<file path="src/rtl/vga_pkg.sv">
// vga_pkg: definitions shared by the VGA scan-out blocks.
//   MODE_*    run-time scan-out mode encoding (the 'mode' input of vga_scanout)
//   SRC_*     per-pixel colour source carried down the alignment pipeline
//   vga_total sum of the four timing segments of one axis (H or V)
package vga_pkg;

    localparam logic [1:0] MODE_FB    = 2'd0;  // native framebuffer
    localparam logic [1:0] MODE_FB2X  = 2'd1;  // 2x pixel-doubled framebuffer
    localparam logic [1:0] MODE_BARS  = 2'd2;  // colour-bar test pattern
    localparam logic [1:0] MODE_BLACK = 2'd3;  // forced black

    localparam logic [1:0] SRC_BLACK = 2'd0;
    localparam logic [1:0] SRC_FB    = 2'd1;
    localparam logic [1:0] SRC_BAR   = 2'd2;

    // Total length of one axis: active + front porch + sync + back porch.
    function automatic int vga_total(input int active, input int fp,
                                     input int sync, input int bp);
        return active + fp + sync + bp;
    endfunction

endpackage

</file>
<file path="src/rtl/vga_timing.sv">
// vga_timing: pixel-clock enable, horizontal/vertical counters and the
// undelayed raster flags. Reusable by any block that needs VGA timing.
//   clk, rst     system clock, asynchronous active-low reset
//   pix_ce       one-clk enable every CLK_DIV clocks; all raster state moves on it
//   h, v         current pixel column / line
//   active       (h, v) is inside the visible area
//   hs_on, vs_on sync pulse asserted (logical, polarity applied elsewhere)
//   line_end     h is the last column of the line
//   frame_end    h and v are the last column and line of the frame
//   frame_start  pix_ce on the tick where h = 0, v = 0
//   vblank       v is in the vertical blanking interval
module vga_timing
    import vga_pkg::*;
#(
    parameter int CLK_DIV  = 4,
    parameter int H_ACTIVE = 640,
    parameter int H_FP     = 16,
    parameter int H_SYNC   = 96,
    parameter int H_BP     = 48,
    parameter int V_ACTIVE = 480,
    parameter int V_FP     = 10,
    parameter int V_SYNC   = 2,
    parameter int V_BP     = 33,
    parameter int HW       = 10,
    parameter int VW       = 10
) (
    input  logic          clk,
    input  logic          rst,
    output logic          pix_ce,
    output logic [HW-1:0] h,
    output logic [VW-1:0] v,
    output logic          active,
    output logic          hs_on,
    output logic          vs_on,
    output logic          line_end,
    output logic          frame_end,
    output logic          frame_start,
    output logic          vblank
);

    localparam int H_TOTAL = vga_total(H_ACTIVE, H_FP, H_SYNC, H_BP);
    localparam int V_TOTAL = vga_total(V_ACTIVE, V_FP, V_SYNC, V_BP);
    localparam int DW      = $clog2(CLK_DIV);

    localparam logic [DW-1:0] DIV_LAST = DW'(CLK_DIV - 1);
    localparam logic [HW-1:0] H_LAST   = HW'(H_TOTAL - 1);
    localparam logic [VW-1:0] V_LAST   = VW'(V_TOTAL - 1);
    localparam logic [HW-1:0] H_ACT    = HW'(H_ACTIVE);
    localparam logic [VW-1:0] V_ACT    = VW'(V_ACTIVE);
    localparam logic [HW-1:0] HS_BEG   = HW'(H_ACTIVE + H_FP);
    localparam logic [HW-1:0] HS_END   = HW'(H_ACTIVE + H_FP + H_SYNC);
    localparam logic [VW-1:0] VS_BEG   = VW'(V_ACTIVE + V_FP);
    localparam logic [VW-1:0] VS_END   = VW'(V_ACTIVE + V_FP + V_SYNC);

    logic [DW-1:0] div;

    always_ff @(posedge clk or negedge rst) begin
        if (!rst) begin
            div <= '0;
            h   <= '0;
            v   <= '0;
        end else begin
            if (pix_ce) begin
                div <= '0;
            end else begin
                div <= div + DW'(1);
            end
            if (pix_ce) begin
                if (line_end) begin
                    h <= '0;
                    // Line and frame wrap on the same tick at the last pixel.
                    v <= (v == V_LAST) ? '0 : v + VW'(1);
                end else begin
                    h <= h + HW'(1);
                end
            end
        end
    end

    assign pix_ce      = (div == DIV_LAST);
    assign line_end    = (h == H_LAST);
    assign frame_end   = line_end && (v == V_LAST);
    assign active      = (h < H_ACT) && (v < V_ACT);
    assign hs_on       = (h >= HS_BEG) && (h < HS_END);
    assign vs_on       = (v >= VS_BEG) && (v < VS_END);
    assign frame_start = pix_ce && (h == '0) && (v == '0);
    assign vblank      = (v >= V_ACT);

endmodule

</file>
<file path="src/rtl/vga_scanout.sv">
// vga_scanout: parametrised VGA scan-out engine. Generates framebuffer read
// addresses, aligns returned pixel data with delayed sync/blank and drives
// registered RGB and sync pins.
//   clk, rst          system clock, asynchronous active-low reset
//   mode              0 native fb, 1 2x doubled fb, 2 colour bars, 3 black
//   pix_data          framebuffer read data {R,G,B}, RD_LAT pixel ticks after rd_en
//   rd_en, addr       read strobe and address
//   red/green/blue    registered colour outputs
//   hsync, vsync      registered syncs at HS_POL / VS_POL while asserted
//   frame_start       one-clk pulse on the tick of pixel (0,0), undelayed
//   vblank            high while v >= V_ACTIVE, undelayed
//
// Read port protocol: rd_en is a one-clk strobe that is only ever high on a
// pixel tick; addr is valid in that same clk. There is no back-pressure: the
// RAM must return the word on pix_data by the tick RD_LAT ticks later, where
// it is sampled on that tick's pix_ce.
module vga_scanout
    import vga_pkg::*;
#(
    parameter int   CLK_DIV  = 4,
    parameter int   H_ACTIVE = 640,
    parameter int   H_FP     = 16,
    parameter int   H_SYNC   = 96,
    parameter int   H_BP     = 48,
    parameter int   V_ACTIVE = 480,
    parameter int   V_FP     = 10,
    parameter int   V_SYNC   = 2,
    parameter int   V_BP     = 33,
    parameter logic HS_POL   = 1'b0,
    parameter logic VS_POL   = 1'b0,
    parameter int   CBITS    = 4,
    parameter int   ADDR_W   = 19,
    parameter int   RD_LAT   = 1
) (
    input  logic               clk,
    input  logic               rst,
    input  logic [1:0]         mode,
    input  logic [3*CBITS-1:0] pix_data,
    output logic               rd_en,
    output logic [ADDR_W-1:0]  addr,
    output logic [CBITS-1:0]   red,
    output logic [CBITS-1:0]   green,
    output logic [CBITS-1:0]   blue,
    output logic               hsync,
    output logic               vsync,
    output logic               frame_start,
    output logic               vblank
);

    localparam int H_TOTAL = vga_total(H_ACTIVE, H_FP, H_SYNC, H_BP);
    localparam int V_TOTAL = vga_total(V_ACTIVE, V_FP, V_SYNC, V_BP);
    localparam int HW      = $clog2(H_TOTAL);
    localparam int VW      = $clog2(V_TOTAL);
    localparam int BAR_W   = H_ACTIVE / 8;
    localparam int BCW     = (BAR_W > 1) ? $clog2(BAR_W) : 1;
    localparam int PW      = 3 * CBITS;

    localparam logic [HW-1:0]  H_ACT_LAST = HW'(H_ACTIVE - 1);
    // Doubled mode only fetches complete line pairs; an unpaired last line
    // with odd V_ACTIVE is shown black instead of reading past the image.
    localparam logic [VW-1:0]  V_PAIRS    = VW'((V_ACTIVE / 2) * 2);
    localparam logic [BCW-1:0] BAR_LAST   = BCW'(BAR_W - 1);

    logic          pix_ce;
    logic [HW-1:0] h;
    logic [VW-1:0] v;
    logic          active;
    logic          hs_on;
    logic          vs_on;
    logic          line_end;
    logic          frame_end;

    vga_timing #(
        .CLK_DIV  (CLK_DIV),
        .H_ACTIVE (H_ACTIVE),
        .H_FP     (H_FP),
        .H_SYNC   (H_SYNC),
        .H_BP     (H_BP),
        .V_ACTIVE (V_ACTIVE),
        .V_FP     (V_FP),
        .V_SYNC   (V_SYNC),
        .V_BP     (V_BP),
        .HW       (HW),
        .VW       (VW)
    ) u_timing (
        .clk         (clk),
        .rst         (rst),
        .pix_ce      (pix_ce),
        .h           (h),
        .v           (v),
        .active      (active),
        .hs_on       (hs_on),
        .vs_on       (vs_on),
        .line_end    (line_end),
        .frame_end   (frame_end),
        .frame_start (frame_start),
        .vblank      (vblank)
    );

    // ------------------------------------------------------------------
    // Mode latch. The mode register loads on frame_start, so the mode in
    // force for the first pixel of a frame is the live input; cur_mode
    // forwards it so the whole new frame, pixel (0,0) included, uses it.
    // ------------------------------------------------------------------
    logic [1:0] mode_q;
    logic [1:0] cur_mode;

    assign cur_mode = frame_start ? mode : mode_q;

    always_ff @(posedge clk or negedge rst) begin
        if (!rst) begin
            mode_q <= MODE_FB;
        end else if (frame_start) begin
            mode_q <= mode;
        end
    end

    // ------------------------------------------------------------------
    // Fetch decision and colour source for the current pixel.
    // ------------------------------------------------------------------
    logic       fetch;
    logic [1:0] src;

    always_comb begin
        fetch = 1'b0;
        if (active) begin
            if (cur_mode == MODE_FB) begin
                fetch = 1'b1;
            end else if (cur_mode == MODE_FB2X) begin
                fetch = (v < V_PAIRS);
            end
        end
    end

    always_comb begin
        src = SRC_BLACK;
        if (fetch) begin
            src = SRC_FB;
        end else if (active && (cur_mode == MODE_BARS)) begin
            src = SRC_BAR;
        end
    end

    assign rd_en = pix_ce && fetch;

    // ------------------------------------------------------------------
    // Incremental address generation (no multiplier).
    // Native: +1 per fetched pixel. Doubled: +1 after each odd column; at
    // the end of an even line rewind to the line start so the line is read
    // twice, at the end of an odd line advance the line start instead.
    // The counters clear on the last tick of every frame so the next frame
    // starts at address 0 whatever mode it runs in.
    // ------------------------------------------------------------------
    logic [ADDR_W-1:0] addr_q;
    logic [ADDR_W-1:0] line_q;

    always_ff @(posedge clk or negedge rst) begin
        if (!rst) begin
            addr_q <= '0;
            line_q <= '0;
        end else if (pix_ce) begin
            if (frame_end) begin
                addr_q <= '0;
                line_q <= '0;
            end else if (fetch) begin
                if (cur_mode == MODE_FB) begin
                    addr_q <= addr_q + ADDR_W'(1);
                end else if (h == H_ACT_LAST) begin
                    if (!v[0]) begin
                        addr_q <= line_q;
                    end else begin
                        addr_q <= addr_q + ADDR_W'(1);
                        line_q <= addr_q + ADDR_W'(1);
                    end
                end else if (h[0]) begin
                    addr_q <= addr_q + ADDR_W'(1);
                end
            end
        end
    end

    assign addr = addr_q;

    // ------------------------------------------------------------------
    // Colour-bar index: steps every H_ACTIVE/8 pixels, restarts each line.
    // ------------------------------------------------------------------
    logic [BCW-1:0] bar_sub;
    logic [2:0]     bar;

    always_ff @(posedge clk or negedge rst) begin
        if (!rst) begin
            bar_sub <= '0;
            bar     <= '0;
        end else if (pix_ce) begin
            if (line_end) begin
                bar_sub <= '0;
                bar     <= '0;
            end else if (bar_sub == BAR_LAST) begin
                bar_sub <= '0;
                bar     <= bar + 3'd1;
            end else begin
                bar_sub <= bar_sub + BCW'(1);
            end
        end
    end

    // ------------------------------------------------------------------
    // Alignment pipeline: RD_LAT stages so that stage RD_LAT-1 describes
    // the same pixel whose data is on pix_data; the output register adds
    // the final tick. A cleared pipeline reads as inactive, syncs idle.
    // ------------------------------------------------------------------
    logic       p_act [RD_LAT];
    logic       p_hs  [RD_LAT];
    logic       p_vs  [RD_LAT];
    logic [1:0] p_src [RD_LAT];
    logic [2:0] p_bar [RD_LAT];

    always_ff @(posedge clk or negedge rst) begin
        if (!rst) begin
            for (int i = 0; i < RD_LAT; i++) begin
                p_act[i] <= 1'b0;
                p_hs[i]  <= 1'b0;
                p_vs[i]  <= 1'b0;
                p_src[i] <= SRC_BLACK;
                p_bar[i] <= 3'd0;
            end
        end else if (pix_ce) begin
            for (int i = RD_LAT - 1; i > 0; i--) begin
                p_act[i] <= p_act[i-1];
                p_hs[i]  <= p_hs[i-1];
                p_vs[i]  <= p_vs[i-1];
                p_src[i] <= p_src[i-1];
                p_bar[i] <= p_bar[i-1];
            end
            p_act[0] <= active;
            p_hs[0]  <= hs_on;
            p_vs[0]  <= vs_on;
            p_src[0] <= src;
            p_bar[0] <= bar;
        end
    end

    // ------------------------------------------------------------------
    // Output registers.
    // ------------------------------------------------------------------
    logic [2:0]    d_bar;
    logic [PW-1:0] bar_rgb;
    logic [PW-1:0] rgb_q;

    assign d_bar   = p_bar[RD_LAT-1];
    assign bar_rgb = {{CBITS{d_bar[2]}}, {CBITS{d_bar[1]}}, {CBITS{d_bar[0]}}};

    always_ff @(posedge clk or negedge rst) begin
        if (!rst) begin
            rgb_q <= '0;
            hsync <= ~HS_POL;
            vsync <= ~VS_POL;
        end else if (pix_ce) begin
            hsync <= p_hs[RD_LAT-1] ? HS_POL : ~HS_POL;
            vsync <= p_vs[RD_LAT-1] ? VS_POL : ~VS_POL;
            if (!p_act[RD_LAT-1]) begin
                rgb_q <= '0;
            end else begin
                case (p_src[RD_LAT-1])
                    SRC_FB:  rgb_q <= pix_data;
                    SRC_BAR: rgb_q <= bar_rgb;
                    default: rgb_q <= '0;
                endcase
            end
        end
    end

    assign red   = rgb_q[3*CBITS-1:2*CBITS];
    assign green = rgb_q[2*CBITS-1:CBITS];
    assign blue  = rgb_q[CBITS-1:0];

endmodule

</file>
<file path="config.mk">
export PLATFORM = sky130hd
export DESIGN_NAME = vga_scanout
export DESIGN_NICKNAME = d
export VERILOG_FILES = /design/src/rtl/vga_pkg.sv /design/src/rtl/vga_timing.sv /design/src/rtl/vga_scanout.sv
export SDC_FILE = /design/constraint.sdc
export NUM_CORES = 1
export LEC_CHECK = 0
export ABC_AREA = 0
export BUFFER_PORTS_ARGS = -buffer_cell sky130_fd_sc_hd__clkbuf_2
export CORE_MARGIN = 10
export CORE_UTILIZATION = 29
export DETAILED_ROUTE_END_ITERATION = 10
export PLACE_DENSITY = 0.52
export SYNTH_ARGS = -nofsm -noshare
export SYNTH_HDL_FRONTEND = slang
export SYNTH_HIERARCHICAL = 1
export SYNTH_SLANG_ARGS = --single-unit
export TNS_END_PERCENT = 5
</file>
<file path="constraint.sdc">
create_clock -name clk -period 4 [get_ports clk]
set_clock_uncertainty 0.15 [all_clocks]
set_input_delay 0 -clock clk [delete_from_list [all_inputs] [get_ports clk]]
set_output_delay 0 -clock clk [all_outputs]
set_load 0.01 [all_outputs]
</file>
==> impl_metrics.yaml, run 1 <==
status:
  outcome: "finished, final reports clean"
synthesis:
  avgSynthCellArea_um2: 10.0
  synth.net_count: 531
  yosysWarnings: 6
  synth_area_um2: 5040
  synthArstFlopShare_pct: 100
  synthFlopType: "dfrtp_1"
  synthTopCellsByArea: "dfrtp_1 46%, o2bb2ai_1 3.5%, mux2i_1 3.0%, ha_1 2.7%, inv_1 2.7%"
  yosys.area.top_type_share_pct: 45.6
  yosysTopAreaCell: "dfrtp_1"
  seq_area_frac_synth_pct: 46.7
  synth_edf_count: 0
  synthDistinctLibCells: 68
  syn_inst: 504
  ys_seq_elements: 94
sta:
  rsz0062_at_grt: "no"
  holdWs_ns: 0.115
  tightest_slew_ns: 0.752
  setup_viol: 0
  setup_tns_ns: 0
  period_share_pct: 91.7
  setup_ws_ns: 0.330
  post-route-min-period_ns: 3.67
  maxSlewViolCount: 0
  slew_headroom_pct: 49.4
  fmax_ghz: 0.272
  final-hold-violation-count: 0
setup_path:
  cp.required_ns: 4.10
  arrival_ns: 3.77
  start_kind: "flip-flop"
  path_class: "flip-flop to flip-flop"
  crit_path_end_kind: "flip-flop"
  crit_fanout: 9
floorplan:
  die_h_um: 152
  core_area_um2: 17200
  ioPinCount: 52
  dieArea_um2: 23100
  die-width_um: 152
  fp-row-count: 48
  initial_core_util_pct: 29.4
placement:
  globalplace.congestion: 0.835
  placed_area_um2: 5510
  place_inst: 765
  io_buffer_count: 51
  pre_cts_slack_ns: 0.197
  place_hpwl_mm: 8.67
grt:
  grt.met2_usage_pct: 18.2
  grt_pass1_vias: 4095
  grt_max_degree: 59
  grtUsageTotal_pct: 10.8
  grt_pass1_wl_mm: 21.3
  use_met3_pct: 1.67
  grt_busiest_layer: "met2"
  grt_overflow_total: 0
  use_met1_pct: 13.6
  grt_antenna_before_repair: 0
pwr:
  ir_drop_v: 0.000174
  p_per_area_nw_per_um2: 349
  total_power_mw: 2.09
  p_leak_nw: 2.67
finish:
  drive_gt1_share_pct: 18.9
  final_cell_area_um2: 5980
  fin_util_pct: 34.8
  synthToLayoutAreaGrowth_pct: 18.6
  fin_cells: 796
  fin_nets: 593
  final_cell_mix: "92 x dfrtp_1, 50 x clkbuf_2, 36 x inv_1"
  diodes: 0
  final_common_cell: "dfrtp_1"
route:
  finalWirelength_mm: 12.6
  drt_iter0_markers: 298
  drt-pass1-iter-count: 5
  antenna_left: 0
  viasPerCell: 5.07
  wl_per_cell_um: 15.8
  drc_errors: 0
  via_count: 4039
run:
  max_cap_violations: 0
clock_network:
  cts_made_buffers: 9
  clk_pin_slew_ns: 0.06
  clock-sinks: 94
  cts_buffer_depth: 2
  cts_tree: "done"
  clk_latency_ns: 0.34
  cts-root-buf: "clkbuf_16"
  htreeDepth: 3
min_path:
  hold_class: "input pin to async pin"
[worst max-delay path, cell delays in order, from the launching register on]
cell,delay (ns)
dfrtp_1,0.47
inv_1,0.17
ha_1,0.18
nor4b_1,0.36
nand4_1,0.14
nor4_1,0.46
buf_4,0.24
nand2b_1,0.09
o32ai_2,0.31
o21ai_1,0.35
or4_1,0.57
o211ai_1,0.10
[where the power goes]
part / internal (mW) / total, mW / switching (mW)
Sequential: 0.974 / 1.00 / 0.0300
Combinational: 0.0684 / 0.155 / 0.0869
Clock: 0.554 / 0.931 / 0.377
Total: 1.60 / 2.09 / 0.494
[flip-flops by register name, summed over array words and instances, names as in the netlist]
name	flops
addr	19
line_q	19
rgb_q	12
u_timing/h	10
u_timing/v	10
bar_sub	7
bar	3
d_bar	3
mode_q	2
p_src	2
u_timing/div	2
hsync	1
p_act	1
p_hs	1
p_vs	1
vsync	1
[per-layer routing]
metal  wire, um  share of wire (%)
met5          0                  0
met4        189                1.5
met3        403                3.2
met2       6170                 49
met1       5810                 46
[path summary, 6_finish.rpt]
check	end	from	slack, ns	depth (start not counted)
worst max-delay path	addr[8]	u_timing/v[0]	0.33	11
worst min-delay path	addr[3]	rst	0.12	2
worst max register to register	addr[8]	u_timing/v[0]	0.33	11
worst min register to register	hsync	p_hs	0.27	1
max in group asynchronous	vsync	rst	2.59	3
min in group clk	hsync	p_hs	0.27	1
[Yosys cell counts, types with 4 or more instances]
cell	count
a21oi_1	19
a31oi_1	7
a32oi_1	6
and2_1	12
and3_1	6
buf_2	8
buf_6	4
clkbuf_1	7
dfrtp_1	92
ha_1	11
inv_1	36
mux2_2	7
mux2i_1	15
nand2_1	33
nand3_1	13
nand3b_1	4
nand4_1	15
nor2_1	32
nor2b_1	6
nor3_1	13
nor4_1	8
o21ai_0	23
o22ai_1	19
o2bb2ai_1	20
xnor2_1	15
xor2_1	11
[layout make-up]
type	count	area, um2
Timing Repair Buffer	74	468
Fill cell	1743	11200
Inverter	36	135
Clock inverter	6	91.3
Sequential cell	94	2350
Multi-Input combinational cell	351	2420
Clock buffer	10	229
Tap cell	225	282
[what timing repair did]
| action | CTS | global route |
|---|---|---|
| setup endpoints to repair | 0 | 3 |
| gates resized for setup | 0 | 2 |
| buffers inserted | 0 | 0 |
| endpoints found under the hold margin | 72 | 0 |
| hold buffers | 15 | 0 |
[cells by family (layout without fill, tap and decap cells)]
group	after synthesis	in the layout	share of synthesized area, %
xor+xnor	27	27	4.84
fa+ha+maj	11	11	2.73
flops	94	94	46.7
mux	22	22	4.54
buf+inv	59	126	5.33
compound gates	119	119	16.3
simple gates	172	172	19.6
(Power assumes the default switching activity.)
==> run 2: changes to the inputs <==
--- a/config.mk
+++ b/config.mk
@@ -6,7 +6,7 @@
 export NUM_CORES = 1
 export LEC_CHECK = 0
 export ABC_AREA = 0
-export BUFFER_PORTS_ARGS = -buffer_cell sky130_fd_sc_hd__clkbuf_2
+export BUFFER_PORTS_ARGS = -buffer_cell sky130_fd_sc_hd__buf_2
 export CORE_MARGIN = 10
 export CORE_UTILIZATION = 29
 export DETAILED_ROUTE_END_ITERATION = 10
==> run 2 against run 1 <==
Global-route usage shrank 0.063 points. Combinational power is essentially flat. Highest routed layer unchanged. Core utilization decreased by 0.095 points. Sequential cell count did not move. Critical endpoint unchanged. First-iteration DRC count fell by 36%. Setup slack gained 0.12 ns. Register-to-register slack better by 0.12 ns. Hold slack gained 0.00078 ns. Cell area is 0.27% lower. Wire length rose by 0.62%.
==> impl_metrics.yaml, run 2 (synthesis gave the netlist of run 1 again) <==
status:
  outcome: "finished, final reports clean"
route:
  wl_per_cell_um: 15.9
  via_count: 4038
  drt_iter0_markers: 191
  antenna_left: 0
  drt-pass1-iter-count: 4
  drc_errors: 0
  finalWirelength_mm: 12.7
  viasPerCell: 5.08
floorplan:
  core_area_um2: 17200
  dieArea_um2: 23100
  die-width_um: 152
  fp-row-count: 48
  die_h_um: 152
  ioPinCount: 52
  initial_core_util_pct: 29.4
setup_path:
  arrival_ns: 3.66
  crit_fanout: 9
  path_class: "flip-flop to flip-flop"
  crit_path_end_kind: "flip-flop"
  rr_endpoint: "addr[8]"
  crit_chain: "inv_1 -> ha_1 -> nor4b_1 -> nand4_1 -> nor4_2 -> buf_4 -> nand2b_1 -> o32ai_2 -> o21ai_1 -> or4_1 -> o211ai_1"
  rr_startpoint: "u_timing/v[0]"
  reg2reg_depth: 11
  r2r_slack_ns: 0.45
  cp.required_ns: 4.11
  start_kind: "flip-flop"
  critPathMaxStageDelay_ns: 0.57
  critical-path-top-delay-family: "simple AND/OR/NAND/NOR gates"
  critPathSlowestCell: "or4_1"
  path_buf_inv: 2
min_path:
  hold_class: "input pin to async pin"
clock_network:
  htreeDepth: 3
  cts_buffer_depth: 2
  postCtsSetupBuffers: 0
  cts-root-buf: "clkbuf_16"
  clock-sinks: 94
  clk_latency_ns: 0.34
  clk_pin_slew_ns: 0.07
  cts_made_buffers: 9
  cts_tree: "done"
sta:
  post-route-min-period_ns: 3.55
  fmax_ghz: 0.281
  slew_headroom_pct: 47.3
  setup_viol: 0
  final-hold-violation-count: 0
  period_share_pct: 88.9
  maxSlewViolCount: 0
  tightest_slew_ns: 0.784
  setup_tns_ns: 0
  rsz0062_at_grt: "no"
run:
  max_cap_violations: 0
grt:
  grtUsageTotal_pct: 10.7
  grt_overflow_total: 0
  grt_pass1_vias: 4047
  grt_max_degree: 60
  grt_pass1_wl_mm: 21.0
  grt_antenna_before_repair: 0
finish:
  multi_input_area_um2: 2440
  final_cell_mix: "92 x dfrtp_1, 50 x buf_2, 36 x inv_1"
  synthToLayoutAreaGrowth_pct: 18.3
  drive_gt1_share_pct: 18.9
  final_cell_area_um2: 5970
  fill_cells: 1759
  final_common_cell: "dfrtp_1"
  diodes: 0
  seq_area_um2: 2350
  fin_nets: 593
placement:
  place_hpwl_mm: 8.67
  io_buffer_count: 51
  placed_area_um2: 5510
  globalplace.congestion: 0.846
pwr:
  ir_drop_v: 0.000164
  p_per_area_nw_per_um2: 337
  p_leak_nw: 2.67
  total_power_mw: 2.01
[run 2: cell count changes in the layout (fill, tap and decap cells not counted)]
cell,previous run,this run
buf_2,0,50
bufinv_16,2,1
clkbuf_2,50,0
clkinv_4,0,1
clkinvlp_4,0,1
inv_6,3,1
nand4_2,2,1
nand4_4,0,1
nor4_1,8,7
nor4_2,1,2
[run 2: how the worst max path moves through the flow]
| stage | from | to | slack, ns | depth (start not counted) |
|---|---|---|---|---|
| 3_5_place_dp | u_timing/v[0] | addr[8] | 0.22 | 11 |
| 2_1_floorplan | u_timing/h[5] | addr[8] | 0.36 | 9 |
| 4_1_cts | u_timing/v[0] | addr[8] | 0.19 | 11 |
| 6_report | u_timing/v[0] | addr[8] | 0.45 | 11 |
| 5_1_grt | u_timing/v[0] | addr[8] | 0.11 | 11 |
| 3_3_place_gp | u_timing/v[0] | addr[8] | 0.45 | 11 |
[run 2: stage by stage]
| stage | cells | hold slack [ns] | util [%] | worst slack [ns] |
|---|---|---|---|---|
| final | 795 | 0.116 | 34.7 | 0.446 |
| after global routing | 795 | 0.223 | 34.7 | 0.112 |
| after CTS | 795 | 0.170 | 34.6 | 0.190 |
| after detailed placement | 765 | -0.0143 | 32.1 | 0.223 |
| after global placement | 765 | -0.0253 | 32.1 | 0.446 |
| after floorplan | 504 | -0.446 | - | 0.359 |
[run 2: routing by layer]
metal	track usage, %	vias to the layer above	part of all wire (%)
li1	-	1954	-
met2	18.2	87	49
met5	0	-	0
met4	4.40	0	1.5
met3	1.55	12	3.9
met1	13.3	1985	45
[run 2: where the power goes]
group,switching [mW],internal (mW)
registers,0.0295,0.974
clock network,0.369,0.484
logic,0.0885,0.0687
total,0.487,1.53
[run 2: final cells by class]
type | count | area share (%)
well taps | 225 | 4.72
clock inverters | 5 | 1.01
flip-flops and latches | 94 | 39.5
clock buffers | 10 | 3.84
multi-input cells | 351 | 40.9
inverters | 36 | 2.26
repair buffers | 74 | 7.84
[run 2: what timing repair did]
item                       4_1_cts  5_1_grt
hold endpoints to repair        73        0
hold buffers                    15        0
gates resized for setup          0        4
setup endpoints to repair        0       30
==> run 3: changes to the inputs <==
--- a/config.mk
+++ b/config.mk
@@ -8,9 +8,10 @@
 export ABC_AREA = 0
 export BUFFER_PORTS_ARGS = -buffer_cell sky130_fd_sc_hd__buf_2
 export CORE_MARGIN = 10
-export CORE_UTILIZATION = 29
+export CORE_UTILIZATION = 35
 export DETAILED_ROUTE_END_ITERATION = 10
-export PLACE_DENSITY = 0.52
+export GPL_TIMING_DRIVEN = 0
+export PLACE_DENSITY = 0.59
 export SYNTH_ARGS = -nofsm -noshare
 export SYNTH_HDL_FRONTEND = slang
 export SYNTH_HIERARCHICAL = 1
==> run 3 against run 2 <==
Clock-buffer cell count unchanged. Sequential cell count stayed put. Hold slack worse by 0.078 ns. Non-clock buffer count is 19 higher. Wire length hardly changed. Total power rose by 1.7%. Combinational power about the same. Clock power rose by 4.1%. Cell area rose by 1.5%. Sequential share of layout area is 0.58 points lower. Critical path depth unchanged. Die area down 15%. Largest power group unchanged. Highest routed layer unchanged.
==> impl_metrics.yaml, run 3 (synthesis gave the netlist of run 1 again) <==
route:
  via_count: 4132
  antenna_left: 0
  drc_errors: 0
  drt_iter0_markers: 259
  drt-pass1-iter-count: 4
  viasPerCell: 5.37
  finalWirelength_mm: 12.7
  wl_per_cell_um: 16.4
setup_path:
  cp.required_ns: 4.10
  crit_chain: "inv_1 -> ha_1 -> nor4b_2 -> nand4_1 -> nor4_4 -> buf_4 -> nand2b_1 -> o32ai_2 -> o21ai_0 -> or4_1 -> o211ai_1"
  start_kind: "flip-flop"
  critPathSlowestCell: "or4_1"
  arrival_ns: 3.74
  path_buf_inv: 2
  crit_path_end_kind: "flip-flop"
  crit_fanout: 9
  critPathMaxStageDelay_ns: 0.60
  critical-path-top-delay-family: "simple AND/OR/NAND/NOR gates"
  path_class: "flip-flop to flip-flop"
sta:
  post-route-min-period_ns: 3.64
  setup_viol: 0
  slew_headroom_pct: 39.3
  period_share_pct: 90.9
  setup_ws_ns: 0.363
  maxSlewViolCount: 0
  final-hold-violation-count: 0
  rsz0062_at_grt: "no"
  tightest_slew_ns: 0.911
  fmax_ghz: 0.275
finish:
  multi_input_area_um2: 2440
  synthToLayoutAreaGrowth_pct: 20.1
  final_cell_mix: "92 x dfrtp_1, 58 x buf_2, 36 x inv_1"
  fin_nets: 612
  drive_gt1_share_pct: 20.2
  seq_area_um2: 2350
  fin_util_pct: 43.3
  diodes: 0
  final_common_cell: "dfrtp_1"
  fill_cells: 1349
run:
  max_cap_violations: 0
grt:
  grt_max_degree: 53
  grt_pass1_vias: 4193
  grt_antenna_before_repair: 0
  grt_pass1_wl_mm: 21.6
  grtUsageTotal_pct: 13.1
  grt_overflow_total: 0
min_path:
  hold_class: "input pin to async pin"
clock_network:
  cts_buffer_depth: 2
  clk_latency_ns: 0.35
  clock-sinks: 94
  htreeDepth: 3
  cts-root-buf: "clkbuf_16"
  clk_pin_slew_ns: 0.07
  cts_made_buffers: 9
  cts_tree: "done"
floorplan:
  ioPinCount: 52
  die-width_um: 140
  die_h_um: 140
  core_area_um2: 14000
  dieArea_um2: 19600
  fp-row-count: 43
  initial_core_util_pct: 36.1
pwr:
  swShare_pct: 24.4
  p_int_mw: 1.55
  ir_drop_v: 0.000217
  pwr-share-comb_pct: 7.7
  p_switching_mw: 0.499
  p_per_area_nw_per_um2: 338
  seqPwrFrac_pct: 49.0
  p_leak_nw: 2.75
  p_clk_share_pct: 43.3
placement:
  pre_cts_slack_ns: -0.441
  place_hpwl_mm: 8.82
  io_buffer_count: 51
  globalplace.congestion: 0.794
status:
  outcome: "finished, final reports clean"
run 3: layout make-up:
class	count	area share, %
clock buffer	10	3.95
sequential	94	38.9
clock inverter	6	1.14
tap	180	3.72
multi-input combinational	351	40.3
inverter	36	2.23
timing repair buffer	70	7.56
buffer	23	2.21
run 3: worst reg2reg max path: stages (launching register included):
cell and delay (ns):
dfrtp_1 0.51, inv_1 0.19, ha_1 0.17, nor4b_2 0.25
nand4_1 0.19, nor4_4 0.33, buf_4 0.20, nand2b_1 0.07
o32ai_2 0.33, o21ai_0 0.40, or4_1 0.61, o211ai_1 0.13
run 3: repair_timing:
item / 4_1_cts / 5_1_grt
buffers inserted: 0 / 3
resized for setup: 2 / 1
hold buffers: 15 / 0
pin swaps: 0 / 1
endpoints found under the setup margin: 38 / 29
endpoints found under the hold margin: 97 / 0
run 3: worst paths after layout:
kind	start	endpoint	slack, ns	depth (start not counted)
worst max-delay path	u_timing/v[0]	addr[8]	0.36	11
worst min-delay path	rst	u_timing/v[4]	0.04	2
worst max register to register	u_timing/v[0]	addr[8]	0.36	11
worst min register to register	p_vs	vsync	0.27	1
max in group asynchronous	rst	vsync	2.98	3
min in group clk	p_vs	vsync	0.27	1
run 3: power by group through the flow:
| stage | Clock [mW] | Combinational, mW | Sequential [mW] |
|---|---|---|---|
| after global routing | 0.951 | 0.183 | 1.01 |
| final | 0.888 | 0.157 | 1.00 |
| after floorplan | 0 | 0.0701 | 1.03 |
| after detailed placement | 0 | 0.149 | 1.02 |
| after CTS | 0.899 | 0.161 | 1.00 |
| after global placement | 0 | 0.142 | 1.02 |
run 3: through the flow:
step	power, mW	TNS, ns	hold WS (ns)	std cells	area (um2)
2_1_floorplan	1.10	0	-0.446	504	5040
3_3_place_gp	1.16	-8.38	0.119	735	5520
3_5_place_dp	1.17	-11.19	-0.102	736	5550
4_1_cts	2.06	0	0.0668	767	6030
5_1_grt	2.14	0	0.0885	770	6060
6_report	2.05	0	0.0377	770	6060
run 3: metal layers:
| metal | vias to the layer above | wire, um | track usage [%] |
|---|---|---|---|
| met5 | - | 0 | 0 |
| met4 | 0 | 199 | 5.22 |
| met3 | 16 | 465 | 2.06 |
| met2 | 71 | 6190 | 21.2 |
| met1 | 2035 | 5800 | 17.0 |
| li1 | 2010 | - | - |
